## src/rtl/alu_decoder_pkg.sv

```systemverilog
// Shared encodings for the RV32I ALU-control decoder.
package ALUControl_pkg;

  localparam int unsigned CTRL_W   = 3;
  localparam int unsigned ALUOP_W  = 2;
  localparam int unsigned FUNCT3_W = 3;

  // ALU operation codes; 3'b100 and 3'b110 are never produced.
  typedef enum logic [CTRL_W-1:0] {
    ADD = 3'b000,
    SUB = 3'b001,
    AND = 3'b010,
    OR  = 3'b011,
    SLT = 3'b101,
    INV = 3'b111
  } ALUControl_t;

  // Operation classes coming from the main decoder.
  localparam logic [ALUOP_W-1:0] ALUOP_MEM = 2'b00;
  localparam logic [ALUOP_W-1:0] ALUOP_BR  = 2'b01;
  localparam logic [ALUOP_W-1:0] ALUOP_ALU = 2'b10;

  // funct3 values that select a legal ALU operation.
  localparam logic [FUNCT3_W-1:0] F3_ADDSUB = 3'b000;
  localparam logic [FUNCT3_W-1:0] F3_SLT    = 3'b010;
  localparam logic [FUNCT3_W-1:0] F3_OR     = 3'b110;
  localparam logic [FUNCT3_W-1:0] F3_AND    = 3'b111;

  // Decoder input bundle, used by stimulus generators.
  typedef struct packed {
    logic                op_5;
    logic [ALUOP_W-1:0]  ALUOp;
    logic [FUNCT3_W-1:0] funct3;
    logic                funct7_5;
  } ALUDecoder_Input;

endpackage

```

## src/rtl/alu_decoder.sv

```systemverilog
// RV32I ALU-control decoder: combinational code, registered copy, sticky illegal flag.
module alu_decoder
  import ALUControl_pkg::*;
(
  input  logic                i_clk,
  input  logic                i_rst_n,
  input  logic                i_OpCode_5,
  input  logic [ALUOP_W-1:0]  i_ALUOp,
  input  logic [FUNCT3_W-1:0] i_funct3,
  input  logic                i_funct7_5,
  output ALUControl_t         o_ALUControl,
  output logic                o_Illegal,
  output ALUControl_t         o_ALUControl_q,
  output logic                o_IllegalSticky
);

  // Decode operation class and funct fields into the ALU code; unsupported -> INV.
  always_comb begin
    o_ALUControl = INV;
    unique case (i_ALUOp)
      ALUOP_MEM: o_ALUControl = ADD;
      ALUOP_BR:  o_ALUControl = SUB;
      ALUOP_ALU: begin
        unique case (i_funct3)
          // Only R-type with funct7[5] subtracts; addi keeps ADD whatever funct7[5] is.
          F3_ADDSUB: o_ALUControl = (i_OpCode_5 && i_funct7_5) ? SUB : ADD;
          F3_SLT:    o_ALUControl = SLT;
          F3_OR:     o_ALUControl = OR;
          F3_AND:    o_ALUControl = AND;
          default:   o_ALUControl = INV;
        endcase
      end
      default:   o_ALUControl = INV;
    endcase
    o_Illegal = (o_ALUControl == INV);
  end

  // Registered copy of the code and sticky record of any illegal decode.
  always_ff @(posedge i_clk or negedge i_rst_n) begin
    if (!i_rst_n) begin
      o_ALUControl_q  <= ADD;
      o_IllegalSticky <= 1'b0;
    end else begin
      o_ALUControl_q  <= o_ALUControl;
      o_IllegalSticky <= o_IllegalSticky | o_Illegal;
    end
  end

endmodule

```

## config.mk

```make
export PLATFORM = sky130hd
export DESIGN_NAME = alu_decoder
export DESIGN_NICKNAME = d
export VERILOG_FILES = /design/src/rtl/alu_decoder_pkg.sv /design/src/rtl/alu_decoder.sv
export SDC_FILE = /design/constraint.sdc
export NUM_CORES = 1
export LEC_CHECK = 0
export CORE_AREA = 2 2 39 41
export CTS_BUF_LIST = sky130_fd_sc_hd__clkbuf_8
export CTS_CLUSTER_DIAMETER = 150
export DETAILED_ROUTE_END_ITERATION = 8
export DIE_AREA = 0 0 41 43
export GPL_TIMING_DRIVEN = 0
export PLACE_DENSITY = 0.54
export SYNTH_ARGS = -nofsm -noshare
export SYNTH_HDL_FRONTEND = slang
export SYNTH_SLANG_ARGS = --single-unit
```

## constraint.sdc

```tcl
create_clock -name i_clk -period 1.1 [get_ports i_clk]
set_clock_uncertainty 0.05 [all_clocks]
set_input_delay 0.11 -clock i_clk [delete_from_list [all_inputs] [get_ports i_clk]]
set_output_delay 0.11 -clock i_clk [all_outputs]
set_load 0.01 [all_outputs]
```

==> results.txt <==
The run finished with clean final reports. Setup repair after global routing left no endpoint under its margin. The total via count after detailed routing came out at ~210. The number of global-route vias before repair is roughly 230. The remaining global-route overflow is 0. The number of maximum-capacitance constraint violations is 0.

Dividing the final minimum period by the clock period gives 0.9271. The via density per instance came out at 4.019. Leaving out fill and tap cells, the most frequent cells in the layout are dlygate4sd2_1, buf_2, dfrtp_1. For this configuration, the core starts out at a cell density of 0.1338. The min-delay analysis places its worst path in the category input pin to asynchronous set/reset pin. Detailed routing placed a total of 223 um of wire on met2. TritonCTS built the clock tree. The kind of critical path is input pin to primary output. The clock transition at the registers of the reported paths came out at ~0.030 ns. The non-filler instance count after layout came out at 53. The number of endpoints with negative hold slack in the final report was 0. The utilization after layout came out at 0.2839. The met1 routed wirelength after detailed routing is 269 um. The average wire length per cell after detail routing came out at ~11 um. The clock share of power is 0.547.

The share of total power dissipated in sequential elements is 0.284. The achievable clock frequency is just under 1000 MHz. The clock latency at the later pin of the worst-skew pair is roughly 0.21 ns.

The worst register-to-register path begins at o_IllegalSticky$_DFF_PN0_. Summed over all cells, the static leakage comes to ~0.19 nW. The sequential cell area fraction in the yosys report came out at 0.5405. The first global-routing pass estimated roughly 890 um of wire. The final weighted congestion in routability-driven placement is around 0.73. In this run the critical register-to-register path is captured at o_IllegalSticky$_DFF_PN0_. The setup slack on the worst flop-to-flop path is 0.25 ns. The number of antenna violations at the first check in global routing came out at 0.

Of the total power, combinational logic draws 0.168. The number of nets in the finished design came out at 48. The element type at the critical path start is an input pin. The number of nets handed over by synthesis was 26.

The first detailed-routing pass ran for 2 iterations. The cell internal power dissipation is 0.0004347 W. Measured in cells, the most critical reg-to-reg path has a length of 2. The total number of H-tree levels is 1.

The TritonCTS sink count is 4. The hold-fix buffer count after cts came out at 0. Clock tree synthesis selected as its root buffer the cell clkbuf_8.

The total routing usage reported by global routing came out at 0.08442. Signal routing reaches up to met3. The placeable core region came out at between 1000 and 1500 sq um. The top fanout value on the critical path is 5. The routed length on met3 is between 90 and 100 um.

The power per cell area is approximately 1400 nW/um^2. The max-slew headroom at the worst pin came out at 0.8476. For this block, the routed nets add up to roughly 600 um of wire. The area growth from synthesis to layout is 112.2%. The number of diodes added for antenna fixing is 0. Entering global routing, the biggest net connects 7 pins. The worst-case clock buffer depth is 2.

The number of remaining DRC errors is 0. The initialized floorplan defines 14 standard-cell rows. The count of unique library cells instantiated by Yosys is 10. The remaining antenna violation count after routing came out at 0.

The worst-case IR drop observed on VDD is 0.3473 mV. The worst setup path is captured at a primary output. The library cell used most frequently in the layout, excluding fill and tap cells, is dlygate4sd2_1. The clock buffer count from CTS is 3. For this run, the number of Yosys warnings is 0.

The number of pins with negative max-slew slack in the final report came out at 0. The power spent charging and discharging nets is roughly 0.00012 W. The arrival time at the worst endpoint came out at 0.86 ns. The post-synthesis area per instance is about 11 sq um. The switching share of power came out at 0.2114. The count of pins on the block boundary is 17. The die is ~43 um tall. The synthesized netlist occupies a cell area of between 150 and 200 sq um. Once placement completed, the tool counted placed cells totaling 49. The slew of the pin with the lowest slew margin came out at 0.2287 ns.

The worst path needs approximately 1.0 ns of the cycle, external delays included. The number of setup violations in the final report is 0. The proportion of layout cells with a drive suffix above 1 is 0.4054.

The endpoint required time on the critical path is roughly 0.94 ns. The count of buffers added on input and output ports is 16. The register bit total from synthesis is 4. The die outline area is around 1800 sq um.

The die width is 41 um. The gate count after technology mapping came out at 17. The initial DRC count came out at 1.
==> per-stage QoR <==
| step | setup TNS (ns) | worst slack (ns) | total power, W | area, sq um | hold slack, ns |
|---|---|---|---|---|---|
| after CTS | -0.05593 | -0.05593 | 0.0005594 | 377.9 | 0.04750 |
| after floorplan | 0 | 0.2287 | 0.0001873 | 185.2 | -0.2356 |
| after detailed placement | -3.278 | -0.7035 | 0.0002663 | 365.4 | 0.2736 |
| after global placement | -3.095 | -0.6745 | 0.0002652 | 365.4 | 0.2711 |
| after global routing | 0 | 0.01117 | 0.0005830 | 392.9 | 0.06125 |
| final | 0 | 0.08016 | 0.0005512 | 392.9 | 0.04967 |
==> worst max path at each step <==
stage                                    from  slack [ns]                   endpoint
floorplan           o_IllegalSticky$_DFF_PN0_        0.23  o_IllegalSticky$_DFF_PN0_
global placement                  i_funct3[2]       -0.67            o_ALUControl[0]
detailed placement                i_funct3[2]       -0.70            o_ALUControl[0]
CTS                                i_OpCode_5       -0.06            o_ALUControl[0]
global route                      i_funct3[0]        0.01            o_ALUControl[0]
finish                             i_ALUOp[0]        0.08            o_ALUControl[1]
==> final cells by class <==
type,instances,area [sq um]
Multi-Input combinational cell,13,95.09
Tap cell,16,20.02
Sequential cell,4,100.1
Fill cell,156,991.0
Clock buffer,3,41.29
Timing Repair Buffer,17,136.4
==> critical path, stage by stage <==
cell and delay, ns:
dlygate4sd2_1 0.29, o31a_2 0.31, buf_2 0.14
==> power by group through the flow <==
stage	Combinational [W]	Clock, W	Sequential (W)
detailed placement	0.000107	0	0.000159
global placement	0.000106	0	0.000159
finish	0.0000928	0.000302	0.000157
global route	0.000102	0.000324	0.000157
floorplan	0.0000241	0	0.000163
CTS	0.0000885	0.000314	0.000157
==> what timing repair did <==
action                                  CTS  global route
resized for setup                        31             9
buffers inserted                          0             1
pin swaps                                 2             4
endpoints found under the setup margin    9             2
endpoints found under the hold margin     0             0
==> flip-flops by register name, summed over array words and instances, names as in the netlist <==
name	cells
o_ALUControl_q	3
o_IllegalSticky	1
==> synthesized netlist by cell type <==
master   count  area share
nor3_2       1       0.054
nand2_1      2       0.041
nor2_1       1       0.020
a31o_1       1       0.047
dfrtp_1      4        0.54
nand3_1      1       0.027
a21bo_2      1       0.054
o21a_1       2       0.081
o31a_2       1       0.054
a21oi_1      3       0.081
==> metal layers <==
| layer | track usage | vias up |
|---|---|---|
| met1 | 0.09355 | 89 |
| met2 | 0.09375 | 17 |
| met5 | 0 | - |
| li1 | - | 107 |
| met4 | 0.08000 | 0 |
| met3 | 0.06806 | 0 |
==> cell families (layout without fill, tap and decap cells) <==
| kind of cell | count (synthesis) | count (layout) | synth area share |
|---|---|---|---|
| compound gates | 8 | 8 | 0.3175 |
| simple gates | 5 | 5 | 0.1419 |
| flops | 4 | 4 | 0.5406 |
| buf+inv | 0 | 20 | 0 |
(Power assumes the default switching activity.)
